$ cat src/rtl/multicycle_ctrl.sv
// rtl/multicycle_ctrl.sv - multi-cycle FETCH/DECODE/EXEC/MEM/WB sequencer for the 4-bit CPU
// Outputs are decoded from state (and op); only state, divider count, div_err and retired are stored.
module multicycle_ctrl #(
   parameter int DIV_TIMEOUT = 8,
   parameter int RET_W       = 16
) (
   input  logic             clk,
   input  logic             reset,
   input  logic [3:0]       op,
   input  logic             zero,
   input  logic             mem_ready,
   input  logic             div_done,
   output logic             pcwrite,
   output logic             irwrite,
   output logic             iord,
   output logic             memread,
   output logic             memwrite,
   output logic             memtoreg,
   output logic             regdst,
   output logic             regwrite,
   output logic             alusrca,
   output logic [1:0]       alusrcb,
   output logic [1:0]       aluop,
   output logic [1:0]       pcsrc,
   output logic             div_start,
   output logic             div_err,
   output logic [2:0]       state,
   output logic [RET_W-1:0] retired
);

   typedef enum logic [2:0] {
      S_FETCH  = 3'd0,
      S_DECODE = 3'd1,
      S_EXEC   = 3'd2,
      S_MEM    = 3'd3,
      S_WB     = 3'd4,
      S_DIVW   = 3'd5,
      S_BRJ    = 3'd6,
      S_IDLE   = 3'd7
   } state_t;

   localparam logic [7:0] DIV_LIMIT = 8'(DIV_TIMEOUT);

   state_t     cur, nxt;
   logic [7:0] div_cnt;
   logic       div_last;
   logic       div_to;
   logic       retire;

   assign state = cur;

   // div_cnt holds completed DIVW cycles, so the current cycle is div_cnt+1
   assign div_last = (div_cnt + 8'd1) == DIV_LIMIT;
   assign div_to   = (cur == S_DIVW) && !div_done && div_last;

   always_ff @(posedge clk or negedge reset) begin
      if (!reset) begin
         cur     <= S_IDLE;
         div_cnt <= 8'd0;
         div_err <= 1'b0;
         retired <= '0;
      end else begin
         cur <= nxt;
         if (cur == S_DIVW)
            div_cnt <= (nxt == S_DIVW) ? div_cnt + 8'd1 : 8'd0;
         if (div_to)
            div_err <= 1'b1;
         if (retire)
            retired <= retired + RET_W'(1);
      end
   end

   always_comb begin
      nxt       = cur;
      retire    = 1'b0;
      pcwrite   = 1'b0;
      irwrite   = 1'b0;
      iord      = 1'b0;
      memread   = 1'b0;
      memwrite  = 1'b0;
      memtoreg  = 1'b0;
      regdst    = 1'b0;
      regwrite  = 1'b0;
      alusrca   = 1'b0;
      alusrcb   = 2'b00;
      aluop     = 2'b00;
      pcsrc     = 2'b00;
      div_start = 1'b0;
      case (cur)
         S_IDLE: nxt = S_FETCH;
         S_FETCH: begin
            memread = 1'b1;
            alusrcb = 2'b01;
            if (mem_ready) begin
               irwrite = 1'b1;
               pcwrite = 1'b1;
               nxt     = S_DECODE;
            end
         end
         S_DECODE: begin
            alusrcb = 2'b11;
            if (op == 4'h8)
               nxt = S_DIVW;
            else if (op >= 4'hE)
               nxt = S_BRJ;
            else
               nxt = S_EXEC;
         end
         S_EXEC: begin
            alusrca = 1'b1;
            if (op <= 4'd9) begin
               aluop = 2'b10;
            end else begin
               alusrcb = 2'b10;
               aluop   = (op == 4'hD) ? 2'b01 : 2'b00;
            end
            nxt = (op == 4'hA || op == 4'hB) ? S_MEM : S_WB;
         end
         S_MEM: begin
            iord     = 1'b1;
            memread  = (op == 4'hA);
            memwrite = (op == 4'hB);
            if (mem_ready) begin
               if (op == 4'hA) begin
                  nxt = S_WB;
               end else begin
                  nxt    = S_FETCH;
                  retire = 1'b1;
               end
            end
         end
         S_WB: begin
            regwrite = 1'b1;
            regdst   = (op <= 4'd9);
            memtoreg = (op == 4'hA);
            nxt      = S_FETCH;
            retire   = 1'b1;
         end
         S_DIVW: begin
            alusrca   = 1'b1;
            aluop     = 2'b10;
            div_start = (div_cnt == 8'd0);
            // a done arriving on the timeout cycle still writes back
            if (div_done) begin
               nxt = S_WB;
            end else if (div_last) begin
               nxt    = S_FETCH;
               retire = 1'b1;
            end
         end
         S_BRJ: begin
            nxt    = S_FETCH;
            retire = 1'b1;
            if (op == 4'hE) begin
               alusrca = 1'b1;
               aluop   = 2'b01;
               pcwrite = zero;
               pcsrc   = 2'b01;
            end else begin
               pcwrite = 1'b1;
               pcsrc   = 2'b10;
            end
         end
         default: nxt = S_IDLE;
      endcase
   end

endmodule

$ cat config.mk
export PLATFORM = sky130hd
export DESIGN_NAME = multicycle_ctrl
export DESIGN_NICKNAME = d
export VERILOG_FILES = /design/src/rtl/multicycle_ctrl.sv
export SDC_FILE = /design/constraint.sdc
export NUM_CORES = 1
export LEC_CHECK = 0
export CAP_MARGIN = 20
export CORE_MARGIN = 8
export CORE_UTILIZATION = 48
export CTS_BUF_LIST = sky130_fd_sc_hd__clkbuf_16
export DETAILED_ROUTE_END_ITERATION = 16
export GPL_TIMING_DRIVEN = 0
export PLACE_DENSITY_LB_ADDON = 0.3
export SYNTH_ARGS = -nofsm -noshare
export SYNTH_HDL_FRONTEND = slang
export SYNTH_SLANG_ARGS = --single-unit
$ cat constraint.sdc
create_clock -name clk -period 2.15 [get_ports clk]
set_clock_uncertainty 0.15 [all_clocks]
set_input_delay 0.43 -clock clk [delete_from_list [all_inputs] [get_ports clk]]
set_output_delay 0.43 -clock clk [all_outputs]
set_load 0.01 [all_outputs]
# Word level (Yosys, flattened, before mapping)
# Index checks and enable logic that the tools add are counted.
# W data, S select, Z words.
[classes] n_addsub=2 n_mul=0 div_mod_pow=0 order_cmp=2 n_eq_ne=14 shift=0 mux=36 n_bitwise=0 reduce_logical=9
[ops] cell="$mux W3" count=8
[ops] cell="$eq A4 B4 Y1 const B" count=5
[ops] cell="$pmux W3 S6" count=1
[ops] cell="$add A16 B1 Y16 const B" count=1
[ops] cell="$mux W1" count=16
[ops] cell="$eq A3 B3 Y1 const B" count=5
[ops] cell="$pmux W2 S3" count=2
[ops] cell="$add A8 B1 Y8 const B" count=1
[ops] cell="$eq A8 B4 Y1 const B" count=1
[ops] cell="$logic_not A8 Y1" count=1
[ops] cell="$mux W2" count=4
[ops] cell="$mux W8" count=1
[ops] cell="$eq A3 B2 Y1 const B" count=2
[ops] cell="$pmux W1 S2" count=3
[ops] cell="$ge A4 B4 Y1 const B" count=1
[ops] cell="$le A4 B4 Y1 const B" count=1
[ops] cell="$reduce_or A2 Y1" count=2
[ops] cell="$eq A3 B1 Y1 const B" count=1
[ops] cell="$logic_not A3 Y1" count=1
[ops] cell="$pmux W1 S3" count=1
[ops] cell="$reduce_or A3 Y1" count=1
[ops] cell="$logic_and A1 B1 Y1" count=2
[ops] cell="$logic_not A1 Y1" count=1
[ops] cell="$logic_or A1 B1 Y1" count=1
[word_totals] ff_bits=28 latchBits=0 mem_bits_rw=0 mem_bits_ro=0 in_bits=9 output_inout_bits=36 wordCells=67 mem_count=0

# Longest topological paths before layout
# Gate-level depths: netlist of run 1.
[logic_depth] word_depth=7 mapped_depth=6

# Worst setup path after synthesis of run 1
# OpenSTA, ideal clock, no wires.
[synth_timing] path_type="register to register" start="register cur[0], in the netlist state[0]" end="register retired[7]" arrival_time_ns=1.754 t_required_ns=1.921 setup_slack_ns=0.167 path_stages_with_launch=6 n_path_buf=0 synth_period_minus_slack_ns=1.983 path_cell_list="dfstp_2 > nor2b_2 > nand3_2 > or4b_4 > a21oi_1 > xor2_1"
[synth_via] elab_chain_len=3 elab_cells_between_ends=6 cone_classes="4 x eq/ne; 1 x mux; 1 x reduce/logical"
[synth_lines] item="start: declaration" line="44" source="state_t cur, nxt;"
[synth_lines] item="start signal: assignment" line="63" source="cur <= nxt;"
[synth_lines] item="$eq A3 B3 Y1" line="89" source="case (cur)"
[synth_lines] item="$reduce_or A2 Y1 (no source line)"
[synth_lines] item="$pmux W1 S3 *" line="89"
[synth_lines] item="end signal: assignment" line="69" source="retired <= retired + RET_W'(1);"
[synth_lines] item="end: declaration" line="28" source="output logic [RET_W-1:0] retired"
# Mark *: on every way between the ends. The rest lies on a longest branch, timed or not.
# A chain may end at the register's enable or synchronous reset.

# Final worst setup path of run 1
# Ends and elaborated chain as after synthesis.

==> results by group, run 1 <==
Clock network
  – CTS tree: done
  – Clk buf depth: 2
  – Hold Buf Count CTS: 0
  – Num CTS Buffers: 3
  – Skew-Pair Late Insertion Delay: 0.26 ns
  – H-Tree Depth: 1
  – Root Buffer Master: clkbuf_16
  – Clk sink count: 28
  – Clk slew on worst S/H paths: 0.07 ns

Final layout
  – Final Net Count: 263
  – Fill count: 236
  – Ant. Diodes: 0
  – Fin cells: 296
  – Share of layout cells above drive strength 1: 26.0%
  – Layout area overhead: 46.4%
  – Post-route cell area: 2510 um2

Logic synthesis
  – FFs w/ async S/R, synth: 100%
  – Mapped Cells: 190
  – Area contributors post-synth: dfrtp_1, xnor2_1, o21ai_0, dfstp_2, nand2_1
  – Syn Nets: 202
  – Post-Synth Adder-Cell Area: 2.19%
  – Mux cell area share after synthesis: 3.14%
  – Post-synthesis xor/xnor area fraction: 8.69%
  – Primary FF master, synth: dfrtp_1
  – Post-synth top area cell: dfrtp_1
  – Synth unique cells: 46
  – Post-synth top area share: 36.5%
  – Post-synthesis compound-gate area fraction: 15.0%
  – Combinational family with the most area after synthesis: simple AND/OR/NAND/NOR gates
  – Simple-gate area share of the yosys netlist: 27.5%
  – Synth Cell Area: 1710 um2
  – Synth top cells by count: dfrtp_1, nand2_1, o21ai_0
  – Average cell area after synthesis: 9.02 um2
  – Synthesized flop and latch total: 28
  – Synthesis warning total: 0
  – Sequential fraction of the synthesis area: 41.1%
  – Most frequent cell after synthesis: dfrtp_1
  – Number of flops mapped to enable cells by yosys: 0

STA
  – Final period util: 102%
  – Final count of hold timing violations: 0
  – Max Slew Vio Count: 0
  – Setup TNS: -0.0395 ns
  – F_max: 457 MHz
  – Setup violations, final: 1
  – Hold Slack: 0.329 ns
  – Final WS setup: -0.0395 ns
  – Slew @ Worst Pin: 0.689 ns
  – RSZ-0062 raised after global routing: true
  – Fin crit period: 2.19 ns
  – Slew headroom: 53.9%

Routing
  – Routed len/inst: 16.9 um
  – Pre-Repair DR Iteration Count: 4
  – Vias: 1677
  – Via/cell ratio: 5.67
  – WL final: 5.00 mm
  – Iteration-0 DRC Markers: 108
  – Drc violations: 0
  – Antenna-violating nets left: 0

Worst setup path
  – Setup crit end kind: flop
  – R2R depth: 6
  – RR Startpoint: state[0]$_DFF_PN1_
  – R2R Setup Slk: -0.04 ns
  – Setup Crit Path Kind: reg -> reg
  – Required @ worst endpoint: 2.17 ns
  – CP arrival: 2.21 ns
  – Worst setup SP type: flop
  – CP Max Fanout: 5
  – R2R Path End: retired[7]$_DFFE_PN0P_

Hold path
  – Hold Path Cell Cnt: 1
  – Min-Delay Path Class: reg -> reg
  – Hold EP: div_err$_DFFE_PN0P_
  – Hold_sp: div_err$_DFFE_PN0P_

Die
  – Die footprint: 5740 um2
  – Initial core utilization: 50.6%
  – Die width: 75.8 um
  – Core Area: 3390 um2
  – Chip height: 75.8 um
  – Boundary pin count: 45
  – Num rows: 21

Pwr
  – P_leak: 1.15 nW
  – Tot Pwr: 0.00259 W
  – PD cells: 1030 nW/um2
  – Worst ir drop on vdd: 774 uV

Status
  – Status: finished, violations left
  – Failing checks: negative setup slack

Placed design
  – DP HPWL: 3.27 mm
  – Placed instance count: 280
  – Placed Area: 2230 um2
  – RePlAce Congestion: 0.806
  – Port-buffer cells: 43

Global routing
  – Total gr overflow: 0
  – GRT Resource Usage Total: 17.5%
  – Initial antenna violation count: 0
  – First-pass GRT wire length: 7.79 mm
  – Largest net degree at the start of global routing: 17
  – Vias in the first global route: 1571

Job
  – Max Cap Viol: 0
routing by layer:
layer,global-route usage (%),part of all wire (%),vias up
met1,22.4,45,832
li1,-,-,796
met4,4.69,1.6,0
met5,0,0,-
met2,29.0,50,36
met3,3.42,3.2,13
what timing repair did:
| item | 4_1_cts | 5_1_grt |
|---|---|---|
| cloned | 0 | 0 |
| pin swaps | 3 | 5 |
| setup buffers | 7 | 6 |
| endpoints found under the setup margin | 26 | 22 |
| hold endpoints to repair | 0 | 0 |
| gates resized for setup | 63 | 22 |
critical path, cell delays in order, from the launching register on:
cell and delay (ns):
dfstp_2 0.57, nor2b_4 0.21, buf_6 0.13, nand3_4 0.06, or4b_4 0.60, a21oi_2 0.19, xor2_1 0.20
logic make-up after synthesis:
| kind of cell | after synthesis |
|---|---|
| AOI/OAI and AO/OA | 42 |
| xor gates and xnor gates | 17 |
| adders and majority gates | 3 |
| buffers and inverters | 11 |
| DFF | 28 |
| muxes | 4 |
| and+or+nand+nor | 85 |
where the power goes:
group          switching (W)  internal [W]  leakage [nW]
Combinational       0.000631      0.000693         0.753
Sequential          0.000179      0.000665         0.358
Clock               0.000174      0.000249        0.0385
Total               0.000983       0.00161          1.15
sequential cells by signal, indices dropped and copies added (netlist names):
name,count
retired,16
div_cnt,8
state,3
div_err,1
placed cells by master (no fill, tap or decap), drive strengths merged, types with 2 or more instances in the layout:
cell type and n:
and4 2, or4b 2, nor3 4, nor4 2, dfstp 3, mux2i 3, clkbuf 11, or2 3
clkdlybuf4s15 3, o2111ai 3, o21bai 2, clkdlybuf4s50 23, dfrtp 25, xnor2 10, and3b 3, and2 3
a31o 2, nand2b 3, o21ai 16, and3 5, inv 5, ha 3, xor2 7, buf 19
nand3 13, nand2 21, a21oi 11, nor2b 6, nor2 14, dlygate4sd2 9
metrics by stage:
stage               worst slack (ns)  util, %
global placement              -0.695     65.0
global route                 -0.0812     74.0
floorplan                      0.167        -
finish                       -0.0395     74.0
detailed placement            -0.725     65.8
CTS                          -0.0397     71.8
layout make-up:
type                            instances  area, um2  share of cell area, %
Multi-Input combinational cell        151       1080                   42.9
Clock buffer                            3       75.1                   2.99
Buffer                                  5       60.1                   2.39
Sequential cell                        28        704                   28.1
Inverter                                5       18.8                  0.748
Tap cell                               46       57.6                   2.29
Clock inverter                          1       3.75                  0.150
Timing Repair Buffer                   57        513                   20.4
worst max-delay path by stage:
stage | from | cells after the start | slack [ns] | endpoint
floorplan | state[0]$_DFF_PN1_ | 5 | 0.17 | retired[7]$_DFFE_PN0P_
global placement | op[1] | 6 | -0.69 | memread
detailed placement | op[1] | 6 | -0.73 | memread
CTS | op[0] | 6 | -0.04 | memread
global route | state[0]$_DFF_PN1_ | 6 | -0.08 | retired[7]$_DFFE_PN0P_
finish | state[0]$_DFF_PN1_ | 6 | -0.04 | retired[7]$_DFFE_PN0P_
No activity file was read; power rests on OpenSTA's default activity.
==> run 2, diff against run 1 <==
--- a/config.mk
+++ b/config.mk
@@ -6,6 +6,7 @@
 export NUM_CORES = 1
 export LEC_CHECK = 0
 export CAP_MARGIN = 20
+export CORE_ASPECT_RATIO = 1.25
 export CORE_MARGIN = 8
 export CORE_UTILIZATION = 48
 export CTS_BUF_LIST = sky130_fd_sc_hd__clkbuf_16
==> results by group, run 2 (same netlist as run 1, synthesis figures left out) <==
Global routing
  – Initial antenna violation count: 0
  – Largest net degree at the start of global routing: 17
  – First-pass GRT wire length: 8.12 mm
  – Total gr overflow: 0
  – Vias in the first global route: 1750
  – GRT Resource Usage Total: 16.3%

Pwr
  – Net Switching: 0.000995 W
  – Worst ir drop on vdd: 800 uV
  – P_leak: 1.20 nW
  – Clock Power Share: 19.9%
  – Internal: 0.00177 W
  – Net Sw Frac: 36.0%
  – PD cells: 1070 nW/um2
  – Reg power frac: 29.4%
  – Comb power frac: 50.7%

Clock network
  – Clk slew on worst S/H paths: 0.07 ns
  – H-Tree Depth: 1
  – Skew-Pair Late Insertion Delay: 0.26 ns
  – Root Buffer Master: clkbuf_16
  – Clk buf depth: 2
  – Hold Buf Count CTS: 0
  – Num CTS Buffers: 3
  – CTS tree: done
  – Clk sink count: 28

Worst setup path
  – CP Max Fanout: 5
  – Setup Crit Path Kind: reg -> reg
  – Worst setup SP type: flop
  – Required @ worst endpoint: 2.17 ns
  – Most common cell on crit path: buf_12
  – Setup crit end kind: flop
  – CP arrival: 2.26 ns
  – Slowest-stage cell, CP: or4b_4
  – Max incr delay on CP: 0.62 ns
  – CP Cell Sequence: buf_12, buf_12, nor2b_4, buf_6, nand3_4, or4b_4, a21boi_2, xor2_1

Die
  – Die width: 69.5 um
  – Num rows: 24
  – Boundary pin count: 45
  – Initial core utilization: 49.6%
  – Core Area: 3450 um2
  – Chip height: 82.8 um
  – Die footprint: 5750 um2

Final layout
  – Layout area overhead: 51.5%
  – Commonest non-fill, non-tap cell in the layout: dfrtp_1
  – Final Net Count: 267
  – Max reg flops: 16
  – Ant. Diodes: 0
  – Fin cells: 293
  – Share of layout cells above drive strength 1: 29.1%
  – Most flop-heavy register: retired
  – Most frequent cells in the layout: dfrtp_1, clkdlybuf4s50_1, nand2_1, o21ai_0, nor2_1

STA
  – Hold Slack: 0.331 ns
  – Final period util: 104%
  – Max Slew Vio Count: 0
  – Fin crit period: 2.24 ns
  – Slew headroom: 47.6%
  – Final count of hold timing violations: 0
  – F_max: 447 MHz
  – RSZ-0062 raised after global routing: true
  – Setup violations, final: 3
  – Final WS setup: -0.0861 ns
  – Slew @ Worst Pin: 0.783 ns

Status
  – Status: finished, violations left
  – Failing checks: negative setup slack

Routing
  – Drc violations: 0
  – Iteration-0 DRC Markers: 90
  – Pre-Repair DR Iteration Count: 4
  – WL final: 5.05 mm
  – Via/cell ratio: 5.83
  – Routed len/inst: 17.2 um
  – Vias: 1707
  – Antenna-violating nets left: 0

Placed design
  – RePlAce Congestion: 0.817
  – Port-buffer cells: 43
  – Placed instance count: 273
  – DP HPWL: 3.24 mm

Hold path
  – Min-Delay Path Class: reg -> reg

Job
  – Max Cap Viol: 0
## run 2: power groups by stage
| stage | Clock, W | Sequential, W | Combinational [W] |
|---|---|---|---|
| floorplan | 0 | 0.000831 | 0.000578 |
| global placement | 0 | 0.000825 | 0.00105 |
| detailed placement | 0 | 0.000829 | 0.00107 |
| CTS | 0.000556 | 0.000807 | 0.00132 |
| global route | 0.000576 | 0.000833 | 0.00153 |
| finish | 0.000550 | 0.000814 | 0.00140 |
## run 2: worst max-delay path, delay by kind of cell (launching register included)
family	cells	cell delay (ns)
and+or+nand+nor	3	0.86
xor gates and xnor gates	1	0.20
AOI/OAI and AO/OA	1	0.18
buffers and inverters	3	0.37
DFF	1	0.39
## run 2: area by class of cell
cell class                 instances  area [um2]
buffer                             6        62.6
inverter                           5        18.8
sequential                        28         704
clock inverter                     1        30.0
fill                             254         856
clock buffer                       3        75.1
multi-input combinational        151        1110
tap                               39        48.8
timing repair buffer              60         552
## run 2: what timing repair did
item	CTS	global route
setup endpoints to repair	23	26
pin swaps	1	13
resized for setup	63	32
setup buffers	11	5
## run 2: through the flow
stage | worst slack [ns] | util, % | instance area, um2 | power [W] | TNS, ns
6_report | -0.0861 | 75.2 | 2600 | 0.00277 | -0.135
5_1_grt | -0.126 | 75.2 | 2600 | 0.00293 | -0.442
4_1_cts | -0.0254 | 72.3 | 2500 | 0.00268 | -0.0254
3_5_place_dp | -0.716 | 63.9 | 2210 | 0.00190 | -9.65
3_3_place_gp | -0.701 | 63.5 | 2190 | 0.00188 | -9.34
2_1_floorplan | 0.167 | - | 1710 | 0.00141 | 0
## run 2: layer usage
layer	part of all wire [%]	routed length, um	vias up	GRT usage [%]
met2	50	2540	73	28.4
met4	3.8	192	0	7.29
met3	6.3	320	19	4.29
met1	39	1990	811	18.0
li1	-	-	804	-
met5	0	0	-	0
## run 2: path summary, 6_finish.rpt
| check | cells after the start | from | slack (ns) | end |
|---|---|---|---|---|
| worst max-delay path | 8 | state[1]$_DFF_PN1_ | -0.09 | retired[9]$_DFFE_PN0P_ |
| worst min-delay path | 1 | div_err$_DFFE_PN0P_ | 0.33 | div_err$_DFFE_PN0P_ |
| worst max register to register | 8 | state[1]$_DFF_PN1_ | -0.09 | retired[9]$_DFFE_PN0P_ |
| worst min register to register | 1 | div_err$_DFFE_PN0P_ | 0.33 | div_err$_DFFE_PN0P_ |
| max in group asynchronous | 2 | reset | 0.74 | state[1]$_DFF_PN1_ |
| min in group asynchronous | 1 | reset | 0.47 | div_cnt[3]$_DFFE_PN0P_ |
==> run 3, diff against run 2 <==
--- a/config.mk
+++ b/config.mk
@@ -13,6 +13,7 @@
 export DETAILED_ROUTE_END_ITERATION = 16
 export GPL_TIMING_DRIVEN = 0
 export PLACE_DENSITY_LB_ADDON = 0.3
+export REMOVE_ABC_BUFFERS = 1
 export SYNTH_ARGS = -nofsm -noshare
 export SYNTH_HDL_FRONTEND = slang
 export SYNTH_SLANG_ARGS = --single-unit
==> results by group, run 3 (same netlist as run 1, synthesis figures left out) <==
Status
  – Status: finished clean

Worst setup path
  – CP arrival: 1.56 ns
  – R2R Path End: retired[11]$_DFFE_PN0P_
  – WP buf/inv: 3
  – RR Startpoint: state[0]$_DFF_PN1_
  – R2R depth: 6
  – Slowest-stage cell, CP: dfstp_2
  – Worst setup SP type: flop
  – Setup crit end kind: output port
  – Max incr delay on CP: 0.56 ns
  – CP Cell Sequence: buf_12, buf_4, nor2b_2, and2_1, o21bai_1, buf_2
  – Delay-heaviest family, CP: flip-flops
  – Setup Crit Path Kind: reg -> out
  – R2R Setup Slk: 0.07 ns
  – Required @ worst endpoint: 1.57 ns
  – CP Max Fanout: 5

Final layout
  – Ant. Diodes: 0
  – Most frequent cells in the layout: dfrtp_1, clkdlybuf4s50_1, nand2_1, o21ai_0, nor2_1
  – Final Net Count: 260
  – Commonest non-fill, non-tap cell in the layout: dfrtp_1
  – Most flop-heavy register: retired
  – Layout area overhead: 47.9%
  – Max reg flops: 16
  – Fill count: 271
  – Share of layout cells above drive strength 1: 26.7%
  – Final core occ: 73.4%

STA
  – Final count of hold timing violations: 0
  – F_max: 467 MHz
  – Setup violations, final: 0
  – Final period util: 99.7%
  – Final WS setup: 0.00710 ns
  – RSZ-0062 raised after global routing: true
  – Slew headroom: 64.0%
  – Slew @ Worst Pin: 0.538 ns
  – Max Slew Vio Count: 0
  – Fin crit period: 2.14 ns

Clock network
  – Clk buf depth: 2
  – CTS tree: done
  – Clk slew on worst S/H paths: 0.07 ns
  – Root Buffer Master: clkbuf_16
  – Skew-Pair Late Insertion Delay: 0.26 ns
  – Num CTS Buffers: 3
  – Clk sink count: 28
  – H-Tree Depth: 1

Routing
  – Vias: 1633
  – Drc violations: 0
  – Pre-Repair DR Iteration Count: 4
  – Iteration-0 DRC Markers: 67
  – Via/cell ratio: 5.71
  – Antenna-violating nets left: 0
  – Routed len/inst: 16.5 um
  – WL final: 4.73 mm

Placed design
  – Port-buffer cells: 44
  – Setup Slack @ Placement: -0.676 ns
  – RePlAce Congestion: 0.774
  – DP HPWL: 3.13 mm

Die
  – Initial core utilization: 49.6%
  – Die footprint: 5750 um2
  – Boundary pin count: 45
  – Num rows: 24
  – Die width: 69.5 um
  – Core Area: 3450 um2
  – Chip height: 82.8 um

Hold path
  – Hold EP: div_err$_DFFE_PN0P_
  – Min-Delay Path Class: reg -> reg
  – Hold Path Cell Cnt: 1
  – Hold_sp: div_err$_DFFE_PN0P_

Global routing
  – Vias in the first global route: 1622
  – GRT Resource Usage Total: 15.3%
  – Total gr overflow: 0
  – Initial antenna violation count: 0
  – First-pass GRT wire length: 7.60 mm
  – Largest net degree at the start of global routing: 21

Pwr
  – Worst ir drop on vdd: 808 uV
  – PD cells: 1080 nW/um2
  – P_leak: 1.16 nW

Job
  – Max Cap Viol: 0
run 3: cell count changes in the layout (fill, tap and decap cells not counted), moves of 2 or more:
cell             previous run  this run
buf_4                      13         7
clkbuf_8                    4         0
buf_6                       2         5
a21oi_2                     3         5
a21oi_4                     2         0
clkbuf_1                    2         0
clkdlybuf4s15_1             1         3
run 3: repair_timing:
| action | CTS | global route |
|---|---|---|
| endpoints found under the setup margin | 30 | 25 |
| pin swaps | 0 | 4 |
| resized for setup | 54 | 29 |
| hold buffers | 0 | 0 |
| buffers inserted | 12 | 2 |
run 3: worst max path at each step:
stage,end,depth (start not counted),slack (ns),start
6_report,pcwrite,6,0.007,state[1]$_DFF_PN1_
5_1_grt,aluop[1],6,-0.05,state[1]$_DFF_PN1_
4_1_cts,aluop[1],6,-0.03,state[1]$_DFF_PN1_
3_5_place_dp,memread,6,-0.68,op[1]
3_3_place_gp,memread,6,-0.66,op[1]
2_1_floorplan,retired[7]$_DFFE_PN0P_,5,0.07,state[0]$_DFF_PN1_
run 3: per-stage QoR:
step | hold slack [ns] | instances | power [W] | setup TNS [ns] | instance area, um2
after floorplan | -0.0156 | 184 | 0.00139 | 0 | 1690
after global placement | 0.308 | 267 | 0.00185 | -9.21 | 2180
after detailed placement | 0.316 | 268 | 0.00189 | -10.03 | 2210
after CTS | 0.332 | 284 | 0.00263 | -0.0279 | 2460
after global routing | 0.353 | 286 | 0.00292 | -0.235 | 2530
final | 0.330 | 286 | 0.00274 | 0 | 2530
run 3: cell type report:
cell class / count / area, um2 / area share, %
clock inverters: 1 / 30.0 / 1.18
clock buffers: 3 / 75.1 / 2.96
repair buffers: 59 / 567 / 22.4
inverters: 5 / 18.8 / 0.740
flip-flops and latches: 28 / 704 / 27.8
multi-input cells: 151 / 1090 / 43.0
well taps: 39 / 48.8 / 1.92
run 3: layer usage:
layer | track usage [%] | up-vias | routed length (um)
li1 | - | 785 | -
met1 | 17.9 | 785 | 1990
met2 | 26.1 | 49 | 2330
met3 | 4.05 | 14 | 258
met4 | 5.23 | 0 | 143
met5 | 0 | - | 0
run 3: where the power goes:
group | internal, W | switching, W | leakage, nW | total [W]
sequential | 0.000664 | 0.000160 | 0.358 | 0.000825
clock | 0.000371 | 0.000183 | 0.0511 | 0.000554
combinational | 0.000721 | 0.000639 | 0.752 | 0.00136
run 3: worst reg2reg max path: cells and delay by family (launching register included):
| family | cells | cell delay (ns) |
|---|---|---|
| XOR/XNOR | 1 | 0.15 |
| flip-flops | 1 | 0.54 |
| AND/OR/NAND/NOR | 3 | 0.85 |
| AO/OA/AOI/OAI | 1 | 0.19 |
| buffers and inverters | 1 | 0.12 |
